**src/rtl/mips_pkg.sv**
```systemverilog
// Shared MIPS pipeline definitions: next-PC select codes, special instruction
// words, reset PC and the fetch-stage state encoding.
package mips_pkg;

  typedef enum logic [1:0] {
    PC_SEQ    = 2'b00,
    PC_BRANCH = 2'b01,
    PC_JUMP   = 2'b10,
    PC_JR     = 2'b11
  } pc_src_t;

  typedef enum logic {
    ST_RUN    = 1'b0,
    ST_HALTED = 1'b1
  } fetch_state_t;

  localparam logic [31:0] NOP_WORD         = 32'h0000_0000;
  localparam logic [31:0] HALT_WORD        = 32'hFFFF_FFFF;
  localparam logic [31:0] RESET_PC_DEFAULT = 32'h0000_0000;

endpackage

```
**src/rtl/if_stage_if.sv**
```systemverilog
// Fetch-stage bus: hazard/ID/debug controls in, fetch address and IF/ID contents out.
interface if_stage_if #(
  parameter int PC_W    = 32,
  parameter int INSTR_W = 32
);
  logic               i_enable;
  logic               i_stall;
  logic               i_flush;
  logic [1:0]         i_pc_src;
  logic [PC_W-1:0]    i_branch_target;
  logic [PC_W-1:0]    i_jump_target;
  logic [PC_W-1:0]    i_jr_target;
  logic [INSTR_W-1:0] i_instr;
  logic [PC_W-1:0]    o_pc;
  logic [INSTR_W-1:0] o_if_id_instr;
  logic [PC_W-1:0]    o_if_id_pc4;
  logic               o_if_id_valid;
  logic               o_halted;
  logic [31:0]        o_fetch_count;

  modport master (
    output i_enable, i_stall, i_flush, i_pc_src,
           i_branch_target, i_jump_target, i_jr_target, i_instr,
    input  o_pc, o_if_id_instr, o_if_id_pc4, o_if_id_valid, o_halted, o_fetch_count
  );

  modport slave (
    input  i_enable, i_stall, i_flush, i_pc_src,
           i_branch_target, i_jump_target, i_jr_target, i_instr,
    output o_pc, o_if_id_instr, o_if_id_pc4, o_if_id_valid, o_halted, o_fetch_count
  );
endinterface

```
**src/rtl/if_id_reg.sv**
```systemverilog
// IF/ID pipeline register. Hold wins over bubble so a stall keeps the
// instruction waiting in ID even when a flush arrives alongside it.
module if_id_reg #(
  parameter int PC_W    = 32,
  parameter int INSTR_W = 32
) (
  input  logic               i_clk,
  input  logic               i_rst_n,
  input  logic               hold,
  input  logic               bubble,
  input  logic [INSTR_W-1:0] d_instr,
  input  logic [PC_W-1:0]    d_pc4,
  output logic [INSTR_W-1:0] q_instr,
  output logic [PC_W-1:0]    q_pc4,
  output logic               q_valid
);
  logic [INSTR_W-1:0] instr_reg;
  logic [PC_W-1:0]    pc4_reg;
  logic               valid_reg;

  always_ff @(posedge i_clk or negedge i_rst_n) begin
    if (!i_rst_n) begin
      instr_reg <= '0;
      pc4_reg   <= '0;
      valid_reg <= 1'b0;
    end else if (!hold) begin
      if (bubble) begin
        instr_reg <= INSTR_W'(mips_pkg::NOP_WORD);
        pc4_reg   <= '0;
        valid_reg <= 1'b0;
      end else begin
        instr_reg <= d_instr;
        pc4_reg   <= d_pc4;
        valid_reg <= 1'b1;
      end
    end
  end

  assign q_instr = instr_reg;
  assign q_pc4   = pc4_reg;
  assign q_valid = valid_reg;
endmodule

```
**src/rtl/if_stage.sv**
```systemverilog
// Instruction fetch: PC register, next-PC mux, RUN/HALTED FSM, fetch counter,
// and the IF/ID register feeding decode.
module if_stage
  import mips_pkg::pc_src_t, mips_pkg::fetch_state_t,
         mips_pkg::PC_SEQ, mips_pkg::PC_BRANCH, mips_pkg::PC_JUMP, mips_pkg::PC_JR,
         mips_pkg::ST_RUN, mips_pkg::ST_HALTED;
#(
  parameter int                 PC_W      = 32,
  parameter int                 INSTR_W   = 32,
  parameter logic [PC_W-1:0]    RESET_PC  = PC_W'(mips_pkg::RESET_PC_DEFAULT),
  parameter logic [INSTR_W-1:0] HALT_WORD = INSTR_W'(mips_pkg::HALT_WORD)
) (
  input logic       i_clk,
  input logic       i_rst_n,
  if_stage_if.slave bus
);
  fetch_state_t    state_reg;
  logic [PC_W-1:0] pc_reg;
  logic [PC_W-1:0] pc4;
  logic [PC_W-1:0] pc_next;
  logic [31:0]     count_reg;
  logic            halted_reg;
  logic            halt_hit;
  logic            ifid_hold;
  logic            ifid_bubble;

  assign pc4      = pc_reg + PC_W'(4);
  assign halt_hit = (bus.i_instr == HALT_WORD);

  always_comb begin
    pc_next = pc4;
    case (pc_src_t'(bus.i_pc_src))
      PC_SEQ:    pc_next = pc4;
      PC_BRANCH: pc_next = bus.i_branch_target;
      PC_JUMP:   pc_next = bus.i_jump_target;
      PC_JR:     pc_next = bus.i_jr_target;
      default:   pc_next = pc4;
    endcase
  end

  // Stall is only meaningful while running; once halted, IF/ID keeps loading bubbles.
  assign ifid_hold   = !bus.i_enable || (state_reg == ST_RUN && bus.i_stall);
  assign ifid_bubble = (state_reg == ST_HALTED) || bus.i_flush;

  always_ff @(posedge i_clk or negedge i_rst_n) begin
    if (!i_rst_n) begin
      state_reg  <= ST_RUN;
      pc_reg     <= RESET_PC;
      count_reg  <= '0;
      halted_reg <= 1'b0;
    end else if (bus.i_enable) begin
      case (state_reg)
        ST_RUN: begin
          if (!bus.i_stall) begin
            if (bus.i_flush) begin
              pc_reg <= pc_next;
            end else begin
              count_reg <= count_reg + 32'd1;
              // A HALT parks the PC on itself so the debug unit sees where fetch stopped.
              if (halt_hit) begin
                state_reg  <= ST_HALTED;
                halted_reg <= 1'b1;
              end else begin
                pc_reg <= pc_next;
              end
            end
          end
        end
        default: ;
      endcase
    end
  end

  if_id_reg #(
    .PC_W    (PC_W),
    .INSTR_W (INSTR_W)
  ) u_if_id_reg (
    .i_clk   (i_clk),
    .i_rst_n (i_rst_n),
    .hold    (ifid_hold),
    .bubble  (ifid_bubble),
    .d_instr (bus.i_instr),
    .d_pc4   (pc4),
    .q_instr (bus.o_if_id_instr),
    .q_pc4   (bus.o_if_id_pc4),
    .q_valid (bus.o_if_id_valid)
  );

  assign bus.o_pc          = pc_reg;
  assign bus.o_halted      = halted_reg;
  assign bus.o_fetch_count = count_reg;
endmodule

```
**src/flat_wrapper.sv**
```systemverilog
// flat-port wrapper written by rule: the top's interface ports become plain ports
module if_stage_flat import mips_pkg::pc_src_t, mips_pkg::fetch_state_t,
         mips_pkg::PC_SEQ, mips_pkg::PC_BRANCH, mips_pkg::PC_JUMP, mips_pkg::PC_JR,
         mips_pkg::ST_RUN, mips_pkg::ST_HALTED;
#(
  parameter int                 PC_W      = 32,
  parameter int                 INSTR_W   = 32,
  parameter logic [PC_W-1:0]    RESET_PC  = PC_W'(mips_pkg::RESET_PC_DEFAULT),
  parameter logic [INSTR_W-1:0] HALT_WORD = INSTR_W'(mips_pkg::HALT_WORD)
)
  (i_clk, i_rst_n, bus_i_enable, bus_i_stall, bus_i_flush, bus_i_pc_src, bus_i_branch_target, bus_i_jump_target, bus_i_jr_target, bus_i_instr, bus_o_pc, bus_o_if_id_instr, bus_o_if_id_pc4, bus_o_if_id_valid, bus_o_halted, bus_o_fetch_count);
  if_stage_if #(.PC_W(PC_W), .INSTR_W(INSTR_W)) bus_i ();
  input logic i_clk;
  input logic i_rst_n;
  input wire logic [$bits(bus_i.i_enable)-1:0] bus_i_enable;
  input wire logic [$bits(bus_i.i_stall)-1:0] bus_i_stall;
  input wire logic [$bits(bus_i.i_flush)-1:0] bus_i_flush;
  input wire logic [$bits(bus_i.i_pc_src)-1:0] bus_i_pc_src;
  input wire logic [$bits(bus_i.i_branch_target)-1:0] bus_i_branch_target;
  input wire logic [$bits(bus_i.i_jump_target)-1:0] bus_i_jump_target;
  input wire logic [$bits(bus_i.i_jr_target)-1:0] bus_i_jr_target;
  input wire logic [$bits(bus_i.i_instr)-1:0] bus_i_instr;
  output wire logic [$bits(bus_i.o_pc)-1:0] bus_o_pc;
  output wire logic [$bits(bus_i.o_if_id_instr)-1:0] bus_o_if_id_instr;
  output wire logic [$bits(bus_i.o_if_id_pc4)-1:0] bus_o_if_id_pc4;
  output wire logic [$bits(bus_i.o_if_id_valid)-1:0] bus_o_if_id_valid;
  output wire logic [$bits(bus_i.o_halted)-1:0] bus_o_halted;
  output wire logic [$bits(bus_i.o_fetch_count)-1:0] bus_o_fetch_count;
  assign bus_i.i_enable = bus_i_enable;
  assign bus_i.i_stall = bus_i_stall;
  assign bus_i.i_flush = bus_i_flush;
  assign bus_i.i_pc_src = bus_i_pc_src;
  assign bus_i.i_branch_target = bus_i_branch_target;
  assign bus_i.i_jump_target = bus_i_jump_target;
  assign bus_i.i_jr_target = bus_i_jr_target;
  assign bus_i.i_instr = bus_i_instr;
  assign bus_o_pc = bus_i.o_pc;
  assign bus_o_if_id_instr = bus_i.o_if_id_instr;
  assign bus_o_if_id_pc4 = bus_i.o_if_id_pc4;
  assign bus_o_if_id_valid = bus_i.o_if_id_valid;
  assign bus_o_halted = bus_i.o_halted;
  assign bus_o_fetch_count = bus_i.o_fetch_count;
  if_stage #(.PC_W(PC_W), .INSTR_W(INSTR_W), .RESET_PC(RESET_PC), .HALT_WORD(HALT_WORD)) u_core (.i_clk(i_clk), .i_rst_n(i_rst_n), .bus(bus_i));
endmodule
```
**config.mk**
```make
export PLATFORM = sky130hd
export DESIGN_NAME = if_stage_flat
export DESIGN_NICKNAME = d
export VERILOG_FILES = /design/src/rtl/mips_pkg.sv /design/src/rtl/if_stage_if.sv /design/src/rtl/if_id_reg.sv /design/src/rtl/if_stage.sv /design/src/flat_wrapper.sv
export SDC_FILE = /design/constraint.sdc
export NUM_CORES = 1
export LEC_CHECK = 0
export CAP_MARGIN = 5
export CORE_AREA = 2 2 126 128
export CTS_CLUSTER_SIZE = 30
export DETAILED_ROUTE_END_ITERATION = 8
export DIE_AREA = 0 0 128 130
export GPL_ROUTABILITY_DRIVEN = 0
export PLACE_DENSITY_LB_ADDON = 0.08
export SYNTH_ARGS = -nofsm -noshare
export SYNTH_HDL_FRONTEND = slang
export SYNTH_SLANG_ARGS = --single-unit
export TNS_END_PERCENT = 1
```
**constraint.sdc**
```tcl
create_clock -name i_clk -period 2.7 [get_ports i_clk]
set_clock_uncertainty 0.15 [all_clocks]
set_input_delay 0.27 -clock i_clk [delete_from_list [all_inputs] [get_ports i_clk]]
set_output_delay 0.27 -clock i_clk [all_outputs]
set_load 0.03 [all_outputs]
```
==> summary.txt, run 1 <==
Clock tree
  • Worst-path clk slew: 0.06 ns
  • Root buffer cell: clkbuf_16
  • CTS tree: done
  • Worst-case clock buffer depth: 2
  • Post CTS Setup Buffer Count: 0
  • CTS Sinks: 131
  • H-tree Lvls: 4
  • CTS Buf Count: 17
  • CTS resizes: 0
  • Clock latency on the worst-skew pair: 0.41 ns

Timing
  • Worst-Margin Slew: 0.511 ns
  • Hold WS: 0.180 ns
  • PnR worst setup slack: 0.334 ns
  • Ratio of final minimum period to clock period: 0.876
  • Slew Limit Fails: 0
  • Setup_tns: 0 ns
  • F_max: 423 MHz
  • Min cycle time layout: 2.37 ns
  • Hold Fails Final Rpt: 0
  • RSZ-0062 raised after global routing: false
  • Slew headroom: 0.658
  • Final setup viols: 0

Critical path
  • WP data required: 2.87 ns
  • Setup crit start kind: flop
  • Critical path type: reg -> reg
  • CP max-delay cell: dfrtp_1
  • CP max stage delay: 0.46 ns
  • CP Capture Type: flop
  • Reg2reg start: u_core.bus.o_pc[2]
  • Cells along the critical path: ha_1, nand3_1, nor4_2, buf_4, nand4_1, xor2_1, o21ai_0
  • Worst path arrival time: 2.53 ns
  • Critical path launch point: u_core.bus.o_pc[2]
  • Worst Path Max Fanout: 12

Logic synthesis
  • Sequential cell area fraction in the yosys report: 0.495
  • Area contributors post-synth: dfrtp_1 (50%), nand2_1 (5.6%), a22o_1 (4.8%), xor2_1 (4.2%), xnor2_1 (3.6%)
  • Async S/R FF share, synth: 1.00
  • Synth Cell Area: 6620 sq um
  • Cells after synthesis: 641
  • #FFs+latches synth: 131
  • Synth unique cells: 48
  • EDFF count, synth: 0
  • YS warnings: 0
  • Top cell type by total area after synthesis: dfrtp_1
  • Syn nets: 778
  • Syn Area/Cell: 10.3 sq um
  • Top cell type's share of synthesized area: 0.495
  • Top_reg_cell synth: dfrtp_1

Final layout
  • Ant. Diodes: 0
  • Storage cell area: 3280 sq um
  • # fillers: 1229
  • Non-filler cells, final: 1103
  • Area taken by multi-input logic gates: 3160 sq um
  • Proportion of layout cells with a drive suffix above 1: 0.0867
  • Final #Nets: 1038
  • P&R area growth vs syn: 52.6%

Global route
  • Wire length of the first global-routing pass: 32300 microns
  • Initial antenna violation count: 0
  • Total track usage: 0.250
  • Number of global-route vias before repair: 6121
  • Largest net degree at the start of global routing: 61
  • GRT overflow: 0

Power
  • Sw Ratio: 0.234
  • Peak VDD IR: 0.000422 V
  • Internal: 3600 uW
  • Combinational power share: 0.125
  • Power share of the sequential group: 0.434
  • PD cells: 465 nW/um^2
  • Pleak: 0.00427 uW
  • Clock power share: 0.441
  • Sw Pwr: 1100 uW

Placement
  • Placed insts: 1073
  • I/O Buffers: 264
  • Post-DP HPWL: 15100 microns
  • Pre-CTS worst setup slack: 0.126 ns

Job
  • Max cap viols: 0

Floorplanning
  • Starting Density: 0.429
  • Full die area: 16600 sq um
  • Io pins: 265
  • Die Ht: 130 microns
  • Row Count: 46
  • Width of the die: 128 microns
  • Core area: 15400 sq um

Drt
  • DR pass1 iterations: 5
  • Antenna viol nets, final: 0
  • WL final: 20400 microns
  • Avg WL per Cell: 18.5 microns
  • Residual DRC count: 0
  • Via-to-Cell Ratio: 5.57
  • Via Count: 6144
  • Initial DRC Count: 479

Min path
  • Worst hold path class: in -> async

Run status
  • Status: finished, final reports clean
-- Yosys cell counts (4+ instances only) --
cell / number
clkbuf_1: 31
a21oi_1: 28
xnor2_1: 27
mux4_2: 10
a22o_1: 36
nand2_1: 98
buf_1: 4
and3_1: 9
nand4_1: 30
and4_1: 6
mux2i_1: 19
inv_1: 6
nor2_1: 18
buf_2: 12
xor2_1: 32
a2bb2oi_1: 19
nand3_1: 29
o21ai_0: 38
dfrtp_1: 131
o221ai_1: 14
-- logic make-up (layout without fill, tap and decap cells) --
| logic type | count (synthesis) | after routing | synth area share |
|---|---|---|---|
| simple gates | 209 | 209 | 0.158 |
| compound gates | 153 | 153 | 0.163 |
| flops | 131 | 131 | 0.495 |
| xor+xnor | 59 | 59 | 0.0781 |
| buf+inv | 55 | 325 | 0.0338 |
| mux | 32 | 32 | 0.0679 |
| fa+ha+maj | 2 | 2 | 0.00378 |
-- metrics by stage --
step	total power [uW]	util	area (sq um)
floorplan	2290	-	6620
global placement	2650	0.620	9570
detailed placement	2660	0.620	9570
CTS	4750	0.655	10100
global route	4880	0.655	10100
finish	4700	0.655	10100
-- power by group through the flow --
stage	Clock, uW	Combinational, uW	Sequential, uW
2_1_floorplan	0	186	2110
3_3_place_gp	0	580	2070
3_5_place_dp	0	587	2070
4_1_cts	2120	593	2040
5_1_grt	2200	632	2040
6_report	2070	588	2040
-- per-layer routing --
metal	up-vias	track usage	share of wire
li1	2871	-	-
met1	2938	0.316	0.41
met3	38	0.0767	0.077
met5	-	0	0
met4	0	0.0899	0.022
met2	297	0.407	0.49
-- path summary, 6_finish.rpt --
kind	slack [ns]	endpoint	depth (start not counted)
setup / recovery	0.33	u_core.u_if_id_reg.q_pc4[16]	7
hold / removal	0.18	u_core.u_if_id_reg.q_instr[17]	2
setup reg to reg	0.33	u_core.u_if_id_reg.q_pc4[16]	7
hold reg to reg	0.33	u_core.bus.o_halted	1
max in group asynchronous	1.41	u_core.bus.o_pc[26]	3
min in group i_clk	0.33	u_core.bus.o_halted	1
-- area by class of cell --
cell class              count  share of cell area
inverters                   6             0.00223
well taps                 192              0.0238
multi-input cells         455               0.313
flip-flops and latches    131               0.324
clock inverters             7             0.00595
repair buffers            290               0.284
clock buffers              22              0.0459
-- timing repair --
action,4_1_cts,5_1_grt
endpoints found under the hold margin,55,0
hold buffers,1,0
endpoints found under the setup margin,0,0
-- critical path, delay by kind of cell (launching register included) --
kind / cells / cell delay [ns]
flip-flops: 1 / 0.46
AND/OR/NAND/NOR: 3 / 0.66
XOR/XNOR: 1 / 0.21
adder cells (fa/ha/maj): 1 / 0.35
buffers and inverters: 1 / 0.25
AO/OA/AOI/OAI: 1 / 0.21
-- layout by cell type, fill, tap and decap left out, drive strengths merged, types with 14 or more instances in the layout --
| cell type | Yosys | routed |
|---|---|---|
| buf | 16 | 27 |
| o21ai | 38 | 38 |
| a21oi | 28 | 28 |
| nand4 | 30 | 30 |
| clkbuf | 33 | 22 |
| mux2i | 19 | 19 |
| nor2 | 18 | 18 |
| clkdlybuf4s50 | 0 | 262 |
| dfrtp | 131 | 131 |
| o221ai | 14 | 14 |
| xnor2 | 27 | 27 |
| xor2 | 32 | 32 |
| a2bb2oi | 19 | 19 |
| nand3 | 30 | 30 |
| nand2 | 99 | 99 |
| a22o | 36 | 36 |
(Power assumes the default switching activity.)
==> inputs of run 2 (changes only) <==
--- a/config.mk
+++ b/config.mk
@@ -12,6 +12,7 @@
 export DIE_AREA = 0 0 128 130
 export GPL_ROUTABILITY_DRIVEN = 0
 export PLACE_DENSITY_LB_ADDON = 0.08
+export REMOVE_ABC_BUFFERS = 1
 export SYNTH_ARGS = -nofsm -noshare
 export SYNTH_HDL_FRONTEND = slang
 export SYNTH_SLANG_ARGS = --single-unit
==> summary.txt, run 2 (synthesis gave the netlist of run 1 again) <==
Final layout
  • Ant. Diodes: 0
  • Final #Nets: 1037
  • Most common cell after layout, fill and taps aside: clkdlybuf4s50_1
  • P&R area growth vs syn: 55.1%
  • Commonest non-fill, non-tap cells in the layout: clkdlybuf4s50_1 (262), dfrtp_1 (131), nand2_1 (98)
  • Proportion of layout cells with a drive suffix above 1: 0.0909

Timing
  • Slew headroom: 0.297
  • Min cycle time layout: 2.32 ns
  • Ratio of final minimum period to clock period: 0.860
  • Final setup viols: 0
  • Setup_tns: 0 ns
  • Hold WS: 0.219 ns
  • RSZ-0062 raised after global routing: false
  • Worst-Margin Slew: 1.05 ns
  • Slew Limit Fails: 0
  • F_max: 431 MHz
  • Hold Fails Final Rpt: 0

Clock tree
  • Post CTS Setup Buffer Count: 0
  • CTS Buf Count: 17
  • Root buffer cell: clkbuf_16
  • H-tree Lvls: 4
  • Worst-case clock buffer depth: 2
  • Clock latency on the worst-skew pair: 0.42 ns
  • Cts hold-fix bufs: 1
  • CTS resizes: 0
  • Worst-path clk slew: 0.06 ns
  • CTS tree: done
  • CTS Sinks: 131

Floorplanning
  • Die Ht: 130 microns
  • Full die area: 16600 sq um
  • Width of the die: 128 microns
  • Row Count: 46
  • Io pins: 265
  • Core area: 15400 sq um
  • Starting Density: 0.429

Global route
  • Number of global-route vias before repair: 6210
  • Total track usage: 0.242
  • Initial antenna violation count: 0
  • Wire length of the first global-routing pass: 31400 microns
  • GRT overflow: 0
  • Largest net degree at the start of global routing: 55

Critical path
  • Worst reg2reg path depth: 5
  • Critical path type: in -> reg
  • Worst Path Max Fanout: 22
  • CP Capture Type: flop
  • Worst path arrival time: 2.48 ns
  • Cells along the critical path: clkdlybuf4s50_1, nand4_1, nor4_1, buf_4, a311oi_4, o21ai_0, a22o_1
  • WP data required: 2.85 ns
  • CP max stage delay: 0.92 ns
  • CP max-delay cell: a311oi_4
  • Setup crit start kind: input port

Placement
  • Post-DP HPWL: 14500 microns
  • I/O Buffers: 264

Power
  • Power, Total: 5340 uW
  • Peak VDD IR: 0.000520 V
  • PD cells: 520 nW/um^2
  • Pleak: 0.00433 uW

Run status
  • Status: finished, final reports clean

Drt
  • Via Count: 6157
  • Residual DRC count: 0
  • Antenna viol nets, final: 0
  • Avg WL per Cell: 18.0 microns
  • Via-to-Cell Ratio: 5.57
  • Initial DRC Count: 281
  • WL final: 19900 microns
  • DR pass1 iterations: 7

Min path
  • Worst hold path class: in -> async

Job
  • Max cap viols: 0
run 2: cell types whose count changed in the layout (fill, tap and decap cells not counted), sizes merged:
cell,change
clkbuf,-3
clkinvlp,+3
clkinv,-3
buf,-1
bufinv,+6
run 2: path summary, 6_finish.rpt:
check	startpoint	end	slack [ns]
setup / recovery	bus_i_instr[16]	u_core.bus.o_pc[7]	0.38
hold / removal	i_rst_n	u_core.u_if_id_reg.q_instr[6]	0.22
setup reg to reg	u_core.bus.o_pc[4]	u_core.bus.o_pc[23]	0.44
hold reg to reg	u_core.u_if_id_reg.q_valid	u_core.u_if_id_reg.q_valid	0.33
max in group asynchronous	i_rst_n	u_core.u_if_id_reg.q_pc4[3]	1.37
min in group i_clk	u_core.u_if_id_reg.q_valid	u_core.u_if_id_reg.q_valid	0.33
run 2: critical path, delay by kind of cell:
family,cells,cell delay (ns)
buffers and inverters,2,0.59
AO/OA/AOI/OAI,3,1.42
AND/OR/NAND/NOR,2,0.20
run 2: area by class of cell:
| class | instances | area, sq um |
|---|---|---|
| clock buffers | 19 | 443 |
| inverters | 6 | 22.5 |
| repair buffers | 289 | 2870 |
| well taps | 192 | 240 |
| multi-input cells | 455 | 3160 |
| clock inverters | 13 | 255 |
| flip-flops and latches | 131 | 3280 |
| fillers | 1248 | 5160 |
run 2: per-stage QoR:
| stage | setup WS (ns) | area (sq um) | instances | util |
|---|---|---|---|---|
| 2_1_floorplan | -1.77 | 6420 | 592 | - |
| 3_3_place_gp | 0.0687 | 9560 | 1072 | 0.620 |
| 3_5_place_dp | -0.0756 | 9560 | 1072 | 0.620 |
| 4_1_cts | 0.386 | 10300 | 1105 | 0.666 |
| 5_1_grt | 0.211 | 10300 | 1105 | 0.666 |
| 6_report | 0.379 | 10300 | 1105 | 0.666 |
run 2: metal layers:
layer / wire length (microns) / global-route usage / part of all wire / vias to the layer above
met5: 0 / 0 / 0 / -
met1: 8340 / 0.301 / 0.42 / 3041
li1: - / - / - / 2871
met3: 1290 / 0.0623 / 0.065 / 24
met4: 320 / 0.0853 / 0.016 / 0
met2: 9960 / 0.411 / 0.50 / 221
run 2: power by group:
part	internal (uW)	total [uW]	switching, uW
Sequential	1990	2040	48.3
Clock	1850	2720	869
Combinational	321	584	263
Total	4160	5340	1180
